**config.mk**
```make
export PLATFORM = sky130hd
export DESIGN_NAME = tdm_clock_gen
export DESIGN_NICKNAME = d
export VERILOG_FILES = /design/src/rtl/tdm_clk_pkg.sv /design/src/rtl/tdm_sck_div.sv /design/src/rtl/tdm_clock_gen.sv
export SDC_FILE = /design/constraint.sdc
export NUM_CORES = 1
export LEC_CHECK = 0
export BUFFER_PORTS_ARGS = -buffer_cell sky130_fd_sc_hd__buf_2
export CAP_MARGIN = 5
export CORE_ASPECT_RATIO = 1.25
export CORE_MARGIN = 3
export CORE_UTILIZATION = 65
export DETAILED_ROUTE_END_ITERATION = 7
export PLACE_DENSITY = 0.89
export SYNTH_ARGS = -nofsm -noshare
export SYNTH_HDL_FRONTEND = slang
export SYNTH_SLANG_ARGS = --single-unit
```
**constraint.sdc**
```tcl
create_clock -name clk_i -period 10.7 [get_ports clk_i]
set_input_delay 2.14 -clock clk_i [delete_from_list [all_inputs] [get_ports clk_i]]
set_output_delay 2.14 -clock clk_i [all_outputs]
set_load 0.005 [all_outputs]
```
**src/rtl/tdm_clk_pkg.sv**
```systemverilog
// Shared types, limits and the fs decode helper for the TDM/I2S bit-clock generator.
package tdm_clk_pkg;

    typedef enum logic [1:0] {
        MODE_LJ   = 2'd0,
        MODE_I2S  = 2'd1,
        MODE_DSP  = 2'd2,
        MODE_RSVD = 2'd3
    } mode_e;

    typedef enum logic [1:0] {
        IDLE  = 2'd0,
        RUN   = 2'd1,
        DRAIN = 2'd2
    } state_e;

    localparam int MIN_DIV       = 2;
    localparam int MIN_SLOT_BITS = 8;
    localparam int MIN_SLOTS     = 2;

    // DSP pulses for slot 0 MSB only; LJ/I2S hold fs_pol for the first half of the frame.
    function automatic logic fs_level(input mode_e mode, input logic first_half,
                                      input logic frame_start, input logic fs_pol);
        if (mode == MODE_DSP) return frame_start;
        return first_half ? fs_pol : ~fs_pol;
    endfunction

    function automatic logic fs_idle(input mode_e mode, input logic fs_pol);
        return (mode == MODE_DSP) ? 1'b0 : ~fs_pol;
    endfunction

endpackage

```
**src/rtl/tdm_sck_div.sv**
```systemverilog
// SCK phase counter: low for div - div/2 cycles, then high for div/2 cycles.
module tdm_sck_div #(
    parameter int DIV_W = 7
) (
    input  logic             clk_i,
    input  logic             rst_i,
    input  logic [DIV_W-1:0] div_i,
    input  logic             start_i,
    input  logic             run_i,
    input  logic             clear_i,
    output logic             sck_o,
    output logic             fall_o,
    output logic             fall_next_o
);

    logic [DIV_W-1:0] cnt_q;
    logic [DIV_W-1:0] cnt_n;
    logic [DIV_W-1:0] low_len;

    always_comb begin
        low_len     = div_i - (div_i >> 1);
        cnt_n       = (cnt_q >= div_i - DIV_W'(1)) ? '0 : cnt_q + DIV_W'(1);
        fall_next_o = run_i && (cnt_n == '0);
    end

    always_ff @(posedge clk_i or posedge rst_i) begin
        if (rst_i) begin
            cnt_q  <= '0;
            sck_o  <= 1'b0;
            fall_o <= 1'b0;
        end else if (start_i) begin
            cnt_q  <= '0;
            sck_o  <= 1'b0;
            fall_o <= 1'b1;
        end else if (clear_i || !run_i) begin
            cnt_q  <= '0;
            sck_o  <= 1'b0;
            fall_o <= 1'b0;
        end else begin
            cnt_q  <= cnt_n;
            sck_o  <= (cnt_n >= low_len);
            fall_o <= (cnt_n == '0);
        end
    end

endmodule

```
**src/rtl/tdm_clock_gen.sv**
```systemverilog
// Bit-clock / frame-sync generator for LJ, I2S and DSP/TDM links with bit and slot strobes.
module tdm_clock_gen
    import tdm_clk_pkg::*;
#(
    parameter int   MAX_DIV    = 64,
    parameter int   SLOT_W_MAX = 32,
    parameter int   MAX_SLOTS  = 8,
    parameter logic FS_POL     = 1'b0,
    localparam int  DIV_W      = $clog2(MAX_DIV + 1),
    localparam int  SB_W       = $clog2(SLOT_W_MAX + 1),
    localparam int  NS_W       = $clog2(MAX_SLOTS + 1),
    localparam int  BIT_W      = $clog2(SLOT_W_MAX),
    localparam int  SLOT_W     = $clog2(MAX_SLOTS)
) (
    input  logic              clk_i,
    input  logic              rst_i,
    input  logic              en_i,
    input  logic [DIV_W-1:0]  div_i,
    input  logic [SB_W-1:0]   slot_bits_i,
    input  logic [NS_W-1:0]   num_slots_i,
    input  logic [1:0]        mode_i,
    output logic              sck_o,
    output logic              fs_o,
    output logic              sck_fall_o,
    output logic [BIT_W-1:0]  bit_idx_o,
    output logic [SLOT_W-1:0] slot_idx_o,
    output logic              frame_start_o,
    output logic              busy_o,
    output logic              cfg_err_o
);

    state_e            state_q;
    logic [DIV_W-1:0]  div_q;
    logic [SB_W-1:0]   sb_q;
    logic [NS_W-1:0]   ns_q;
    mode_e             mode_q;

    logic              fall_next;
    logic              cfg_ok, start, eob, eof, boundary, drain_stop, load, frame_new;
    logic [DIV_W-1:0]  div_n;
    logic [SB_W-1:0]   sb_n;
    logic [NS_W-1:0]   ns_n;
    mode_e             mode_n;
    logic [BIT_W-1:0]  bit_n;
    logic [SLOT_W-1:0] slot_n;
    logic [NS_W-1:0]   slot_la;
    logic              half_now, half_la, fs_n;

    always_comb begin
        cfg_ok = (div_i >= DIV_W'(MIN_DIV)) && (div_i <= DIV_W'(MAX_DIV))
              && (slot_bits_i >= SB_W'(MIN_SLOT_BITS)) && (slot_bits_i <= SB_W'(SLOT_W_MAX))
              && (num_slots_i >= NS_W'(MIN_SLOTS)) && (num_slots_i <= NS_W'(MAX_SLOTS))
              && (mode_i != MODE_RSVD)
              && ((mode_i == MODE_DSP) || !num_slots_i[0]);

        start      = (state_q == IDLE) && en_i && cfg_ok;
        eob        = (bit_idx_o == '0);
        eof        = eob && (NS_W'(slot_idx_o) == ns_q - NS_W'(1));
        boundary   = fall_next && eof;
        drain_stop = (state_q == DRAIN) && !en_i && boundary;
        load       = start || (boundary && !drain_stop && cfg_ok);
        frame_new  = start || boundary;

        div_n  = load ? div_i       : div_q;
        sb_n   = load ? slot_bits_i : sb_q;
        ns_n   = load ? num_slots_i : ns_q;
        mode_n = load ? mode_e'(mode_i) : mode_q;

        if (frame_new) begin
            slot_n = '0;
            bit_n  = BIT_W'(sb_n - SB_W'(1));
        end else if (eob) begin
            slot_n = slot_idx_o + SLOT_W'(1);
            bit_n  = BIT_W'(sb_n - SB_W'(1));
        end else begin
            slot_n = slot_idx_o;
            bit_n  = bit_idx_o - BIT_W'(1);
        end

        // Slot that owns the following bit; I2S fs runs one SCK ahead of the data.
        if (bit_n != '0) begin
            slot_la = NS_W'(slot_n);
        end else if (NS_W'(slot_n) == ns_n - NS_W'(1)) begin
            slot_la = '0;
        end else begin
            slot_la = NS_W'(slot_n) + NS_W'(1);
        end

        half_now = (NS_W'(slot_n) < (ns_n >> 1));
        half_la  = (slot_la < (ns_n >> 1));
        fs_n     = fs_level(mode_n, (mode_n == MODE_I2S) ? half_la : half_now, frame_new, FS_POL);
    end

    tdm_sck_div #(.DIV_W(DIV_W)) u_sck_div (
        .clk_i       (clk_i),
        .rst_i       (rst_i),
        .div_i       (div_q),
        .start_i     (start),
        .run_i       (state_q != IDLE),
        .clear_i     (drain_stop),
        .sck_o       (sck_o),
        .fall_o      (sck_fall_o),
        .fall_next_o (fall_next)
    );

    always_ff @(posedge clk_i or posedge rst_i) begin
        if (rst_i) begin
            state_q       <= IDLE;
            div_q         <= DIV_W'(MIN_DIV);
            sb_q          <= SB_W'(MIN_SLOT_BITS);
            ns_q          <= NS_W'(MIN_SLOTS);
            mode_q        <= MODE_LJ;
            bit_idx_o     <= '0;
            slot_idx_o    <= '0;
            fs_o          <= ~FS_POL;
            frame_start_o <= 1'b0;
            cfg_err_o     <= 1'b0;
        end else begin
            frame_start_o <= 1'b0;

            case (state_q)
                IDLE: begin
                    if (!en_i) begin
                        cfg_err_o <= 1'b0;
                    end else if (!cfg_ok) begin
                        cfg_err_o <= 1'b1;
                    end else begin
                        state_q <= RUN;
                    end
                end
                RUN, DRAIN: begin
                    if (en_i) begin
                        state_q <= RUN;
                    end else if (state_q == RUN) begin
                        state_q <= DRAIN;
                    end else if (drain_stop) begin
                        state_q <= IDLE;
                    end
                    if (boundary && !drain_stop && !cfg_ok) begin
                        cfg_err_o <= 1'b1;
                    end
                end
                default: state_q <= IDLE;
            endcase

            if (load) begin
                div_q  <= div_n;
                sb_q   <= sb_n;
                ns_q   <= ns_n;
                mode_q <= mode_n;
            end

            if (drain_stop) begin
                bit_idx_o  <= '0;
                slot_idx_o <= '0;
                fs_o       <= fs_idle(mode_q, FS_POL);
            end else if (start || fall_next) begin
                bit_idx_o     <= bit_n;
                slot_idx_o    <= slot_n;
                fs_o          <= fs_n;
                frame_start_o <= frame_new;
            end
        end
    end

    assign busy_o = (state_q != IDLE);

endmodule

```
=== After elaboration in Yosys (flattened, before gate mapping) ===
Cells that the tools add are included.

* Bits in latches: 0
* Bits in read-only memories: 0
* Memories kept: 0
* Bits in registers: 41
* Output and inout port bits: 14
* Logic and storage cells: 123
* RAM bits: 0
* Input port bits: 22

* $mul: 0
* Add/sub/neg operators: 9
* Bitwise operators: 0
* Equality and inequality tests: 14
* Magnitude comparators: 10
* Shift-type cells: 0
* Div/mod/pow operators: 0
* Reduce and logical (&&, ||, !) cells: 37
* Muxes and demuxes: 40

{| class="wikitable"
|+ Operators by type and width
! cell !! count
|-
| 7-bit 2-to-1 mux || 3
|-
| 5-bit 2-to-1 mux || 4
|-
| 1-bit logical AND || 17
|-
| 1-bit 2-to-1 mux || 17
|-
| 7-bit >= comparator || 2
|-
| 2-bit 2-to-1 mux || 6
|-
| 3-bit 2-to-1 mux || 4
|-
| 4-bit 2-to-1 mux || 3
|-
| 5-bit by 1-bit subtractor with 5-bit output, second input constant || 2
|-
| 2-bit == test, second input constant || 4
|-
| 3-bit by 4-bit == test with 1-bit output || 2
|-
| 2-bit != test, second input constant || 4
|-
| 4-bit by 1-bit subtractor with 4-bit output, second input constant || 2
|-
| 7-bit by 1-bit adder with 7-bit output, second input constant || 1
|-
| 7-bit by 2-bit >= comparator with 1-bit output, second input constant || 1
|-
| 7-bit <= comparator, second input constant || 1
|-
| 7-bit logical NOT || 1
|-
| 7-bit by 1-bit subtractor with 7-bit output, second input constant || 1
|-
| 7-bit by 6-bit subtractor with 7-bit output || 1
|-
| 6-bit by 4-bit >= comparator with 1-bit output, second input constant || 1
|-
| 6-bit <= comparator, second input constant || 1
|-
| 6-bit 2-to-1 mux || 1
|-
| 3-bit AND reduction || 2
|-
| 2-bit nonzero test || 3
|-
| other kinds (17) || 26
|}

=== Logic depth before layout (Yosys ltp) ===
* Word-level depth: 23
* Gate-level depth with buffers: 33
* Mapped depth without buffers: 31

=== Modules after synthesis ===
Synthesis repeated with hierarchy kept, for this count alone.

* Cell total of the unflattened synthesis: 408
* Area, all modules: 3500.9 sq um

{| class="wikitable"
|+ Modules (own cells, without submodules)
! module !! cells each !! seq. area each (sq um) !! area each (sq um) !! times used
|-
| tdm_clock_gen || 265 || 780.7 || 2280.9 || 1
|-
| tdm_sck_div || 143 || 225.2 || 1219.9 || 1
|}

=== Worst setup path after synthesis ===
No wires, ideal clock.

* Path kind: input -> register
* Start point: input slot_bits_i[0]
* End point: register fs_o
* Arrival: 6.152 ns
* Stages on the path: 22
* Buffers on the path: 1
* Path slack: 4.465 ns
* Path through: or3_1 o21ai_1 and4_4 nand3_1 nand2_1 clkbuf_1 nand2_1 nand2_1 inv_1 ha_1 nand2_1 xor2_1 mux2i_1 a211oi_1 o2111ai_2 a21o_1 a22o_1 ha_1 nand2_1 o21ai_0 or4_1 o32a_1

* Word-level cells in the longest chain between the ends: 21

{| class="wikitable"
|+ Ends and longest elaborated chain
! what !! line !! source
|-
| start: declaration || tdm_clock_gen.sv:19 || <nowiki>input logic [SB_W-1:0] slot_bits_i,</nowiki>
|-
| 6-bit by 4-bit >= comparator with 1-bit output || tdm_clock_gen.sv:51 || <nowiki>&& (slot_bits_i >= SB_W'(MIN_SLOT_BITS)) && (slot_bits_i <= SB_W'(SLOT_W_MAX))</nowiki>
|-
| 1-bit logical AND (2 in a row) || tdm_clock_gen.sv:51 ||
|-
| 1-bit logical AND (2 in a row) || tdm_clock_gen.sv:52 || <nowiki>&& (num_slots_i >= NS_W'(MIN_SLOTS)) && (num_slots_i <= NS_W'(MAX_SLOTS))</nowiki>
|-
| 1-bit logical AND || tdm_clock_gen.sv:53 || <nowiki>&& (mode_i != MODE_RSVD)</nowiki>
|-
| 1-bit logical AND || tdm_clock_gen.sv:54 || <nowiki>&& ((mode_i == MODE_DSP) || !num_slots_i[0]);</nowiki>
|-
| 1-bit logical AND, on equally long branches || tdm_clock_gen.sv:56, tdm_clock_gen.sv:61 ||
|-
| 1-bit logical OR || tdm_clock_gen.sv:61 || <nowiki>load = start || (boundary && !drain_stop && cfg_ok);</nowiki>
|-
| 6-bit 2-to-1 mux || tdm_clock_gen.sv:65 || <nowiki>sb_n = load ? slot_bits_i : sb_q;</nowiki>
|-
| [2 not listed] || - ||
|-
| 5-bit 2-to-1 mux || tdm_clock_gen.sv:69 || <nowiki>if (frame_new) begin</nowiki>
|-
| 5-bit nonzero test || tdm_clock_gen.sv:81 || <nowiki>if (bit_n != '0) begin</nowiki>
|-
| 4-bit 2-to-1 mux || tdm_clock_gen.sv:81 ||
|-
| 4-bit by 3-bit < comparator with 1-bit output || tdm_clock_gen.sv:90 || <nowiki>half_la = (slot_la < (ns_n >> 1));</nowiki>
|-
| 1-bit 2-to-1 mux || tdm_clock_gen.sv:91 || <nowiki>fs_n = fs_level(mode_n, (mode_n == MODE_I2S) ? half_la : half_now, frame_new, FS_POL);</nowiki>
|-
| 1-bit 2-to-1 mux (2 in a row) || tdm_clk_pkg.sv:25 || <nowiki>return first_half ? fs_pol : ~fs_pol;</nowiki>
|-
| 1-bit 2-to-1 mux || tdm_clock_gen.sv:157 || <nowiki>end else if (start || fall_next) begin</nowiki>
|-
| 1-bit 2-to-1 mux || tdm_clock_gen.sv:153 || <nowiki>if (drain_stop) begin</nowiki>
|-
| end signal: assignment || tdm_clock_gen.sv:115 || <nowiki>fs_o <= ~FS_POL;</nowiki>
|-
| end signal: assignment || tdm_clock_gen.sv:156 || <nowiki>fs_o <= fs_idle(mode_q, FS_POL);</nowiki>
|-
| end signal: assignment || tdm_clock_gen.sv:160 || <nowiki>fs_o <= fs_n;</nowiki>
|-
| end: declaration || tdm_clock_gen.sv:23 || <nowiki>output logic fs_o,</nowiki>
|}

Parallel ways exist; a longest one is shown, timed or not. The select of a mux whose other input is x is not followed.
A chain may end at the register's enable or synchronous reset.

=== Final worst setup path ===
* Start point: input div_i[1]
* End point: register fs_o

* Word-level cells in the longest chain between the ends: 22

{| class="wikitable"
|+ Ends and longest elaborated chain
! what !! line !! source
|-
| start: declaration || tdm_clock_gen.sv:18 || <nowiki>input logic [DIV_W-1:0] div_i,</nowiki>
|-
| 7-bit by 2-bit >= comparator with 1-bit output / 7-bit <= comparator (equally long branches) || tdm_clock_gen.sv:50 || <nowiki>cfg_ok = (div_i >= DIV_W'(MIN_DIV)) && (div_i <= DIV_W'(MAX_DIV))</nowiki>
|-
| 1-bit logical AND * || tdm_clock_gen.sv:50 ||
|-
| 1-bit logical AND * (2 in a row) || tdm_clock_gen.sv:51 ||
|-
| 1-bit logical AND * (2 in a row) || tdm_clock_gen.sv:52 ||
|-
| 1-bit logical AND * || tdm_clock_gen.sv:53 ||
|-
| 1-bit logical AND * || tdm_clock_gen.sv:54 ||
|-
| 1-bit logical AND, on equally long branches || tdm_clock_gen.sv:56, tdm_clock_gen.sv:61 ||
|-
| 1-bit logical OR || tdm_clock_gen.sv:61 ||
|-
| [3 not listed] || - ||
|-
| 5-bit 2-to-1 mux || tdm_clock_gen.sv:69 ||
|-
| 5-bit nonzero test || tdm_clock_gen.sv:81 ||
|-
| 4-bit 2-to-1 mux || tdm_clock_gen.sv:81 ||
|-
| 4-bit by 3-bit < comparator with 1-bit output || tdm_clock_gen.sv:90 ||
|-
| 1-bit 2-to-1 mux || tdm_clock_gen.sv:91 ||
|-
| 1-bit 2-to-1 mux (2 in a row) || tdm_clk_pkg.sv:25 ||
|-
| 1-bit 2-to-1 mux || tdm_clock_gen.sv:157 ||
|-
| 1-bit 2-to-1 mux || tdm_clock_gen.sv:153 ||
|}

Mark *: on every way between the ends. The rest lies on a longest branch, timed or not. The select of a mux whose other input is x is not followed.

==> results.toml <==
[sta]
finalHoldViolCount = 0
rsz0062_at_grt = "no"
slew_viol_final = 0
clock.fmax_mhz = 146
hold_ws_ps = 483
period_share = 0.639
skew_ps = 8.84
period_needed_ps = 6830
finalSetupTns_ps = 0
worst_pin_slew_ps = 819
setup_violations = 0
relSlewSlack = 0.452

[setup_path]
cp-end-kind = "flop"
r2r_setup_slack_ps = 4200
startpoint = "div_i[1]"
path_cells = "buf_2 -> nor3_1 -> and4b_1 -> o32a_1 -> and4_4 -> nand3_1 -> nand2_1 -> nand2_1 -> nand2_1 -> inv_1 -> ha_1 -> nand2_1 -> xor2_1 -> mux2i_1 -> a211oi_1 -> o2111ai_2 -> a21o_1 -> a22o_1 -> ha_1 -> nand2_1 -> o21ai_0 -> or4_1 -> o32a_1"
critical_path.max_stage_delay_ps = 550
reg2reg_from = "div_q[1]$_DFFE_PP1N_"
cp.arrival_ps = 7050
cp_slowest_cell = "nand2_1"
crit_required_ps = 10920
worstReg2RegEnd = "fs_o$_DFFE_PP1P_"
r2r.worst_path.cells = 29
worstPathMaxFanout = 21
crit_type = "primary input to flop"
critPathLaunchType = "primary input"
path_common_cell = "nand2_1"

[clock_network]
htreeDepth = 2
cts-hold-fix-buffers = 0
cts_tree = "built"
path_clk_slew_ps = 80
cts_buffers = 5
cts_sinks = 40
cts_buffer_depth = 2
post_cts_buffers = 0
ctsResizeCount = 0
cts_root_buffer = "clkbuf_8"
worst_skew_pair.late_latency_ps = 300

[logic_synthesis]
synth_cell_types = 54
synth.cell_area_um2 = 3440
ys_ff_latch = 40
synthesis.nets = 487
synth-edff-count = 0
synthCells = 421
synth_top_area_cell = "dfrtp_1"
seq_area_frac_synth = 0.292
yosysTopAreaCellShare = 0.262
synth_top_flop_cell = "dfrtp_1"
synth_area_leaders = "dfrtp_1, ha_1, nand2_1"
syn_avg_cell_area_um2 = 8.18
synth_warnings = 0
async_flop_share = 1.00

[hold_path]
hold_depth = 2
hp-start = "sb_q[3]$_DFFE_PP1N_"
hold_end = "sb_q[3]$_DFFE_PP1N_"
hold_class = "flop to flop"

[global_route]
grt-ovfl-total = 0
grt_usage = 0.276
grt_pass1_vias = 3153
antenna_found_initial = 0
grt_max_degree = 41
grt_pass1_wl_um = 13700

[final_layout]
final_util = 0.738
antenna_cells = 0
fill_cells = 371
area_delta_synth_final_pct = 9.59
fin_cells = 518
fin_nets = 521
drive_gt1_frac = 0.121

[job]
cap_violations = 0

[routing]
via_per_inst = 6.22
vias = 3224
wire_per_inst_um = 15.7
drtIter0Drc = 189
drc_errors = 0
first_pass_iters = 5
ant_nets = 0
wl_um = 8130

[power_and_ir_drop]
power.leakage_nw = 1.89
max-vdd-ir-drop_mv = 0.175
p_per_area_nw_per_um2 = 293

[placement]
dpl.cell_count = 510
portBuffers = 35
dp_hpwl_um = 6360
place_congestion = 1.02

[floorplanning]
die_h_um = 87.4
num_io_pins = 36
initial_core_util = 0.673
rows = 29
core_um2 = 5120
die_area_um2 = 6210
die_w_um = 71.1

[run_status]
outcome = "finished clean"
## worst max-delay path, delay by kind of cell
family / cells / cell delay (ps)
muxes: 1 / 100
xor gates and xnor gates: 1 / 200
and+or+nand+nor: 10 / 2310
adders and majority gates: 2 / 510
AOI/OAI and AO/OA: 7 / 1670
buffers and inverters: 2 / 140
## cells in the final DEF (no fill, tap or decap), types with 4 or more instances in the layout
cell / n
a21o_1: 5
inv_1: 33
nor4_1: 4
o21ai_1: 5
clkbuf_8: 6
o21ai_0: 23
nor2_1: 42
nand3_1: 11
ha_1: 43
xnor2_1: 14
buf_2: 35
and3_1: 6
nand2_1: 58
dfrtp_1: 36
nor2b_1: 7
nand2b_1: 7
dfstp_2: 4
or3_1: 4
o21bai_1: 4
a21oi_1: 19
o31ai_1: 4
o21a_1: 5
nor3_1: 13
a31oi_1: 4
xor2_1: 15
## worst max-delay path by stage
| stage | end | slack, ps | depth (start not counted) |
|---|---|---|---|
| 4_1_cts | fs_o$_DFFE_PP1P_ | 3910 | 23 |
| 6_report | fs_o$_DFFE_PP1P_ | 3870 | 23 |
| 3_5_place_dp | fs_o$_DFFE_PP1P_ | 3630 | 23 |
| 2_1_floorplan | fs_o$_DFFE_PP1P_ | 4460 | 22 |
| 3_3_place_gp | fs_o$_DFFE_PP1P_ | 3790 | 23 |
| 5_1_grt | fs_o$_DFFE_PP1P_ | 3490 | 23 |
## registers in the layout, summed over array words and instances (netlist names), 2 cells and up
| register | cells |
|---|---|
| state_q | 2 |
| div_q | 7 |
| slot_idx_o | 3 |
| bit_idx_o | 5 |
| mode_q | 2 |
| ns_q | 4 |
| u_sck_div.cnt_q | 7 |
| sb_q | 5 |
## per-layer routing
layer / wire, um / up-vias / GRT usage
met1: 3130 / 1515 / 0.306
met3: 420 / 38 / 0.0450
met2: 4200 / 135 / 0.495
met5: 0 / - / 0
li1: - / 1536 / -
met4: 376 / 0 / 0.161
## Yosys cell counts, types with 6 or more instances
master / instances
nor2_1: 42
nand2_1: 58
dfrtp_1: 36
xnor2_1: 14
ha_1: 43
and3_1: 6
nand2b_1: 7
a21oi_1: 19
nor3_1: 13
inv_1: 33
nand3_1: 11
o21ai_0: 23
nor2b_1: 7
xor2_1: 15
## cell families after synthesis
logic type,synth area share
AO/OA/AOI/OAI,0.181
multiplexers,0.00581
adder cells (fa/ha/maj),0.162
flip-flops,0.292
AND/OR/NAND/NOR,0.233
buffers and inverters,0.0520
XOR/XNOR,0.0738
## report_power, final
group | leakage (nW) | internal (W) | total [W] | switching (W)
registers | 0.501 | 0.000214 | 0.000273 | 0.0000593
clock network | 0.0614 | 0.0000763 | 0.000133 | 0.0000562
logic | 1.33 | 0.000298 | 0.000700 | 0.000401
## cell type report
| type | instances | area, um2 | share of cell area |
|---|---|---|---|
| multi-input combinational | 338 | 2260 | 0.598 |
| sequential | 40 | 1010 | 0.267 |
| timing repair buffer | 36 | 183 | 0.0484 |
| inverter | 34 | 128 | 0.0338 |
| clock buffer | 6 | 82.6 | 0.0219 |
| tap | 62 | 77.6 | 0.0206 |
| clock inverter | 2 | 38.8 | 0.0103 |
## through the flow
stage | setup WS [ps] | total power [W] | area [um2]
after floorplan | 4460 | 0.000789 | 3440
after global placement | 3790 | 0.000926 | 3650
after detailed placement | 3630 | 0.000963 | 3650
after CTS | 3910 | 0.00110 | 3770
after global routing | 3490 | 0.00121 | 3770
final | 3870 | 0.00111 | 3770
(Power assumes the default switching activity.)
